`config.mk`:
```
export PLATFORM = sky130hd
export DESIGN_NAME = arith_unit_pipe
export DESIGN_NICKNAME = d
export VERILOG_FILES = /design/src/rtl/arith_pkg.sv /design/src/rtl/arith_core.sv /design/src/rtl/arith_unit_pipe.sv
export SDC_FILE = /design/constraint.sdc
export NUM_CORES = 1
export LEC_CHECK = 0
export ABC_AREA = 0
export ABC_CLOCK_PERIOD_IN_PS = 4800
export CAP_MARGIN = 0
export CORE_UTILIZATION = 55
export CTS_BUF_LIST = sky130_fd_sc_hd__clkbuf_8
export DETAILED_ROUTE_END_ITERATION = 7
export PLACE_DENSITY = 0.88
export SETUP_SLACK_MARGIN = 0.2
export SYNTH_ARGS = -nofsm -noshare
export SYNTH_HDL_FRONTEND = slang
export SYNTH_HIERARCHICAL = 1
export SYNTH_SLANG_ARGS = --single-unit
```
`constraint.sdc`:
```
create_clock -name clk -period 4.8 [get_ports clk]
set_clock_uncertainty 0.2 [all_clocks]
set_input_delay 1.44 -clock clk [delete_from_list [all_inputs] [get_ports clk]]
set_output_delay 1.44 -clock clk [all_outputs]
set_load 0.005 [all_outputs]
```
`src/rtl/arith_pkg.sv`:
```
// Shared constants for the pipelined arithmetic unit: default width and Sel encodings.
// No logic; imported by arith_core and arith_unit_pipe.
// Sel picks the second adder operand: B, ~B, all-zeros or all-ones.
package arith_pkg;

   localparam int ARITH_WIDTH = 8;

   typedef enum logic [1:0] {
      SEL_ADD = 2'b00,   // A + B + cin
      SEL_SUB = 2'b01,   // A + ~B + cin
      SEL_INC = 2'b10,   // A + cin
      SEL_DEC = 2'b11    // A + all-ones + cin
   } sel_e;

endpackage

```
`src/rtl/arith_core.sv`:
```
// Combinational operand mux plus WIDTH+1-bit adder with raw carry and signed overflow.
// Latency: 0 cycles (purely combinational).
// Backpressure: none; the enclosing pipeline qualifies when results are captured.
// Ports: a, b (operands), cin, sel -> sum (WIDTH bits), carry (sum MSB), v_raw (signed overflow).
module arith_core
   import arith_pkg::*;
#(
   parameter int WIDTH = ARITH_WIDTH
) (
   input  logic [WIDTH-1:0] a,
   input  logic [WIDTH-1:0] b,
   input  logic             cin,
   input  logic [1:0]       sel,
   output logic [WIDTH-1:0] sum,
   output logic             carry,
   output logic             v_raw
);

   logic [WIDTH-1:0] m;
   logic [WIDTH:0]   sum_full;

   always_comb begin
      m = b;
      case (sel_e'(sel))
         SEL_ADD: m = b;
         SEL_SUB: m = ~b;
         SEL_INC: m = '0;
         SEL_DEC: m = '1;
         default: m = b;
      endcase
   end

   assign sum_full = {1'b0, a} + {1'b0, m} + {{WIDTH{1'b0}}, cin};
   assign sum      = sum_full[WIDTH-1:0];
   assign carry    = sum_full[WIDTH];
   // Overflow: both addends share a sign and the result sign differs from it.
   assign v_raw    = (a[WIDTH-1] == m[WIDTH-1]) && (sum_full[WIDTH-1] != a[WIDTH-1]);

endmodule

```
`src/rtl/arith_unit_pipe.sv`:
```
// Two-stage pipelined add/sub/inc/dec with registered flags and a stored carry for chained ops.
// Latency: 2 cycles from acceptance to out_valid; 1 op/cycle while out_ready is high.
// Backpressure: global stall when out_valid && !out_ready; in_ready drops combinationally, both stages hold.
// Ports: clk, rst (async, active-high); in_valid/in_ready, A, B, Ci, Sel, chain in;
//        out_valid/out_ready, D, Co, Z, N, V out.
// Optional macro ARITH_SAT_EN: clamp D to the signed extreme on overflow (otherwise D wraps).
module arith_unit_pipe
   import arith_pkg::*;
#(
   parameter int WIDTH = ARITH_WIDTH
) (
   input  logic             clk,
   input  logic             rst,
   input  logic             in_valid,
   output logic             in_ready,
   input  logic [WIDTH-1:0] A,
   input  logic [WIDTH-1:0] B,
   input  logic             Ci,
   input  logic [1:0]       Sel,
   input  logic             chain,
   output logic             out_valid,
   input  logic             out_ready,
   output logic [WIDTH-1:0] D,
   output logic             Co,
   output logic             Z,
   output logic             N,
   output logic             V
);

   logic             en;
   logic             accept;
   logic             cin;
   logic [WIDTH-1:0] sum_w;
   logic             carry_w;
   logic             v_raw_w;
   logic [WIDTH-1:0] d_fin;

   logic             s1_valid_q, s1_valid_d;
   logic [WIDTH-1:0] s1_sum_q,   s1_sum_d;
   logic             s1_carry_q, s1_carry_d;
   logic             s1_v_q,     s1_v_d;
   logic             carry_q,    carry_d;
   logic             out_valid_q, out_valid_d;
   logic [WIDTH-1:0] d_q,  d_d;
   logic             co_q, co_d;
   logic             v_q,  v_d;
   logic             z_q,  z_d;
   logic             n_q,  n_d;

   assign en       = !out_valid_q || out_ready;
   assign in_ready = en;
   assign accept   = in_valid && en;
   assign cin      = chain ? carry_q : Ci;

   arith_core #(.WIDTH(WIDTH)) u_core (
      .a     (A),
      .b     (B),
      .cin   (cin),
      .sel   (Sel),
      .sum   (sum_w),
      .carry (carry_w),
      .v_raw (v_raw_w)
   );

   // Final result as presented at S2.
   always_comb begin
      d_fin = s1_sum_q;
`ifdef ARITH_SAT_EN
      // On overflow the wrapped sum sign is the opposite of A's sign, so a
      // negative wrapped sum means a positive overflow and vice versa.
      if (s1_v_q) begin
         if (s1_sum_q[WIDTH-1]) begin
            d_fin = {1'b0, {(WIDTH-1){1'b1}}};
         end else begin
            d_fin = {1'b1, {(WIDTH-1){1'b0}}};
         end
      end
`endif
   end

   always_comb begin
      s1_valid_d  = s1_valid_q;
      s1_sum_d    = s1_sum_q;
      s1_carry_d  = s1_carry_q;
      s1_v_d      = s1_v_q;
      carry_d     = carry_q;
      out_valid_d = out_valid_q;
      d_d         = d_q;
      co_d        = co_q;
      v_d         = v_q;
      z_d         = z_q;
      n_d         = n_q;

      // Stored carry only moves on a completed handshake, so stalled or
      // idle cycles cannot corrupt a pending chain.
      if (accept) begin
         carry_d = carry_w;
      end

      if (en) begin
         s1_valid_d  = in_valid;
         if (in_valid) begin
            s1_sum_d   = sum_w;
            s1_carry_d = carry_w;
            s1_v_d     = v_raw_w;
         end
         out_valid_d = s1_valid_q;
         if (s1_valid_q) begin
            d_d  = d_fin;
            co_d = s1_carry_q;
            v_d  = s1_v_q;
            z_d  = (d_fin == '0);
            n_d  = d_fin[WIDTH-1];
         end
      end
   end

   always_ff @(posedge clk or posedge rst) begin
      if (rst) begin
         s1_valid_q  <= 1'b0;
         s1_sum_q    <= '0;
         s1_carry_q  <= 1'b0;
         s1_v_q      <= 1'b0;
         carry_q     <= 1'b0;
         out_valid_q <= 1'b0;
         d_q         <= '0;
         co_q        <= 1'b0;
         v_q         <= 1'b0;
         z_q         <= 1'b0;
         n_q         <= 1'b0;
      end else begin
         s1_valid_q  <= s1_valid_d;
         s1_sum_q    <= s1_sum_d;
         s1_carry_q  <= s1_carry_d;
         s1_v_q      <= s1_v_d;
         carry_q     <= carry_d;
         out_valid_q <= out_valid_d;
         d_q         <= d_d;
         co_q        <= co_d;
         v_q         <= v_d;
         z_q         <= z_d;
         n_q         <= n_d;
      end
   end

   assign out_valid = out_valid_q;
   assign D         = d_q;
   assign Co        = co_q;
   assign Z         = z_q;
   assign N         = n_q;
   assign V         = v_q;

endmodule

```
# Word-level counts from Yosys, hierarchy flattened
# Cells that the tools add are included.
[word_totals]
word_cells = 29
output_inout_bits = 14
ramBits = 0
reg_bits = 25
mem_count = 0
mem_bits_ro = 0
latch_bits = 0
[classes]
eq_ne = 5
reduce_logical = 8
order_cmp = 0
div = 0
bitwise_logic = 1
add_sub_neg = 2
mux = 2
mul = 0
shift = 0
[ops]
columns = ["op", "n"]
rows = [
  ["$pmux 8 s4", 1],
  ["$add 8x8->9", 1],
  ["$add 9x1->9", 1],
  ["$logic_not 8->1", 1],
  ["$not 8->8", 1],
  ["$eq 2x2->1 const B", 2],
  ["$reduce_and 2->1", 2],
  ["$eq 2x1->1 const B", 1],
  ["$logic_and 1x1->1", 2],
  ["$logic_not 2->1", 1],
  ["$eq 1x1->1", 1],
  ["$logic_not 1->1", 1],
  ["$logic_or 1x1->1", 1],
  ["$mux 1", 1],
  ["$ne 1x1->1", 1],
]

# Logic depth before layout (Yosys ltp)
[depth]
word_depth = 6
depth_mapped = 9
depth_no_buf = 9

# Cells and area by module
# The synthesis kept the hierarchy.
[by_module_without_submodules]
columns = ["module", "area_each_um2", "n_inst", "cells_per_inst"]
rows = [
  ["arith_unit_pipe", 991.0, 1, 58],
  ["arith_core", 520.5, 1, 68],
]

# Worst setup path before layout
# Ideal clock, no wire load.
[synth_timing]
path_type = "input to register"
startpoint = "input port Sel[0]"
endpoint = "register s1_sum_q[6], in the netlist d_fin[6]"
path_slack_ns = 1.172
required_time_ns = 4.475
setup_ns = 0.125
path_stages = 9
t_arrival_ns = 3.303
n_path_buf = 1
cell_sequence = "buf_2 > xnor2_1 > fa_1 > fa_1 > nor2b_1 > o31a_1 > o31ai_1 > a21boi_1 > mux2_4"
[synth_between]
elab_chain_len = 4
[synth_lines]
columns = ["element", "line", "text"]
rows = [
  ["from (decl)", "arith_unit_pipe.sv:19", "input logic [1:0] Sel,"],
  ["$eq 2x2->1, or another cell as far along", "arith_core.sv:24", "case (sel_e'(sel))"],
  ["$pmux 8 s4 *", "arith_core.sv:24", ""],
  ["$add 8x8->9 *", "arith_core.sv:33", "assign sum_full = {1'b0, a} + {1'b0, m} + {{WIDTH{1'b0}}, cin};"],
  ["$add 9x1->9 *", "arith_core.sv:33", ""],
  ["via sum_w[6]", "arith_unit_pipe.sv:33", "logic [WIDTH-1:0] sum_w;"],
  ["to (signal assigned)", "arith_unit_pipe.sv:133", "s1_sum_q <= s1_sum_d;"],
  ["to (decl)", "arith_unit_pipe.sv:39", "logic [WIDTH-1:0] s1_sum_q, s1_sum_d;"],
]
# Mark *: on every way through the listed nets, which the timed path passes. The rest lies on a longest branch.
# A chain may end at the register's enable or synchronous reset.

# Final worst setup path
[layout_timing]
startpoint = "input port out_ready"
endpoint = "output port in_ready"
[layout_between]
elab_chain_len = 1
[layout_lines]
columns = ["element", "line", "text"]
rows = [
  ["from (decl)", "arith_unit_pipe.sv:22", "input logic out_ready,"],
  ["$logic_or 1x1->1", "arith_unit_pipe.sv:50", "assign en = !out_valid_q || out_ready;"],
  ["to (decl)", "arith_unit_pipe.sv:15", "output logic in_ready,"],
]
# Every way passes these cells.

==> impl_results.md <==
- # clock sinks: 23
- GRT overflow: 0
- Cells after Synth: 126
- Slew @ Worst Pin: 0.8215 ns
- CP endpoint kind: output port
- Crit start category: primary input
- Number of global-route vias before repair: 999
- Total chip power: 0.7972 mW
- CTS clk-pin slew, worst paths: 0.07 ns
- Iter 0 DRT Violations: 4
- CTS Hold Buffers Added: 0
- Full die area: 2962 sq um
- Dominant synthesized flop cell: dfrtp_1
- Post CTS Setup Buffer Count: 0
- RePlAce Congestion: 0.7813
- Final WL: 2671 um
- Syn_area_per_cell: 12.00 sq um
- Worst-skew pair later-pin latency: 0.26 ns
- Die Ht: 54.42 um
- Critical Path RT: 3.16 ns
- Synth warnings: 6
- Tcrit/Tclk final: 88.49%
- Dpl hpwl: 2180 um
- Most used cell, CP: clkdlybuf4s50_1
- CTS tree: yes
- Inserted Diodes: 0
- Critical Path, Cell by Cell: clkdlybuf4s50_1, nand2b_4, clkdlybuf4s50_1
- RSZ-0062 raised after global routing: false
- Crit-path leading delay family: buffers and inverters
- Most frequent cells in the layout: 37 x clkdlybuf4s50_1, 23 x dfrtp_1, 19 x mux2_4
- DRC Markers: 0
- Slowest CP cell: clkdlybuf4s50_1
- Met2 usage: 38.01%
- Min Tclk post-route: 4.248 ns
- Max_slew headroom: 45.17%
- Layout cells sized above 1: 20.25%
- Gr busiest metal: met2
- Worst Path Arrival: 2.61 ns
- Via Count: 1039
- CTS root buf: clkbuf_8
- Critical path startpoint: out_ready
- Longest Clk Path Bufs: 2
- First-pass GRT wire length: 4112 um
- Worst ir drop on vdd: 0.3974 mV
- Fmax: 235.4 MHz
- CTS Buf Count: 3
- Number of max-cap violations: 0
- Worst reg2reg path startpoint: s1_carry_q
- WS Path Type: in2out
- Die Span X: 54.42 um
- Vias/cell: 5.383
- Avg WL per Cell: 13.84 um
- Initial antenna violation count: 0
- Hold path start: D[1]
- Pins over their slew limit: 0
- I/O Pins: 38
- H-Tree Level Count: 1
- Final nets: 197
- Async SR Flop Fraction: 100.0%
- Slowest stage delay, CP: 0.54 ns
- Total Routing Usage GR: 20.08%
- Synth area leader: dfrtp_1
- Setup TNS: 0 ns
- Status: finished clean
- Initial Util: 59.39%
- Placeable Area: 2545 sq um
- Area Growth Syn to Fin: 27.65%
- Pwr dens: 413.2 nW/um^2
- Yosys top cell area share: 38.08%
- HP Class: reg2reg
- Sequential fraction of the synthesis area: 38.08%
- DR pass1 iterations: 4
- CTS resizes: 0
- Syn Nets: 159
- Top cells by area, synth: dfrtp_1 38%, mux2_4 19%, ha_1 5.8%
- Synth cell types: 35
- Routed Antenna Nets: 0
- Finish-stage setup viols: 0
- M3 GR Usage: 1.667%
- Leak pwr: 0.8807 nW
- GR Layer Usage met1: 20.90%
- #FFs+latches synth: 23
- Row cnt: 18
- CP max FO: 6
- Synthesized area: 1511 sq um
- Port bufs: 37
- CP bufs+invs: 2
- Final hold violation count: 0
- Commonest non-fill, non-tap cell in the layout: clkdlybuf4s50_1
- EDFF count, synth: 0
- Largest net degree at the start of global routing: 24
-- final timing paths --
check	endpoint	cells past startpoint	slack [ns]
min in group asynchronous	out_valid	2	1.43
max reg2reg	d_fin[6]	9	2.27
min	D[1]	1	0.31
max	in_ready	3	0.55
min reg2reg	D[1]	1	0.31
max in group asynchronous	D[0]	2	2.46
-- flip-flops by register name (all words and copies together) (netlist names) --
signal / cells
out_valid: 1
D: 8
Z: 1
V: 1
d_fin: 8
s1_v_q: 1
Co: 1
s1_carry_q: 1
s1_valid_q: 1
-- Yosys cell counts, types with 2 or more instances --
master,count
nand4_1,2
nand2_4,2
nor4_1,2
buf_6,2
o21a_1,3
inv_1,11
mux2_2,3
mux2_4,19
dfrtp_1,23
fa_1,2
ha_1,7
xnor2_1,9
nor2_1,6
o21ai_0,4
nor2b_1,3
nand2b_1,7
a21oi_2,2
a21oi_1,2
-- metal layers --
layer	vias up	routed length, um
met5	-	0
met4	0	63
met3	4	86
met2	33	1413
met1	493	1107
li1	509	-
-- stage by stage --
stage          hold slack [ns]  utilization [%]  area (sq um)  instances  worst slack (ns)
2_1_floorplan           0.2816                -          1511        126             1.172
3_3_place_gp            0.2749            74.04          1884        189            0.5453
3_5_place_dp            0.2971            74.04          1884        189            0.4794
4_1_cts                 0.3160            75.81          1929        193            0.5480
5_1_grt                 0.3301            75.81          1929        193            0.5235
6_report                0.3122            75.81          1929        193            0.5525
-- worst register-to-register path, stage by stage (launching register included) --
cell	delay (ns)
dfrtp_1	0.37
mux2_2	0.15
inv_1	0.04
fa_1	0.42
fa_1	0.41
nor2b_1	0.15
o31a_1	0.18
o31ai_1	0.09
a21boi_1	0.14
mux2_4	0.26
-- logic make-up after synthesis --
logic type / share of synthesized area [%]
and+or+nand+nor: 11.17
DFF: 38.08
muxes: 21.11
AOI/OAI and AO/OA: 10.35
buffers and inverters: 5.049
xor gates and xnor gates: 5.795
adders and majority gates: 8.444
-- cell type report --
class	count	area [sq um]
timing repair buffer	37	370.4
sequential	23	575.6
inverter	11	41.29
tap	30	37.54
clock inverter	1	3.754
clock buffer	3	41.29
multi-input combinational	88	859.6
fill	181	615.6
-- power by group --
part	internal, mW	switching [mW]
sequential	0.271	0.0578
combinational	0.243	0.111
clock	0.0571	0.0568
total	0.571	0.226
(Power assumes the default switching activity.)
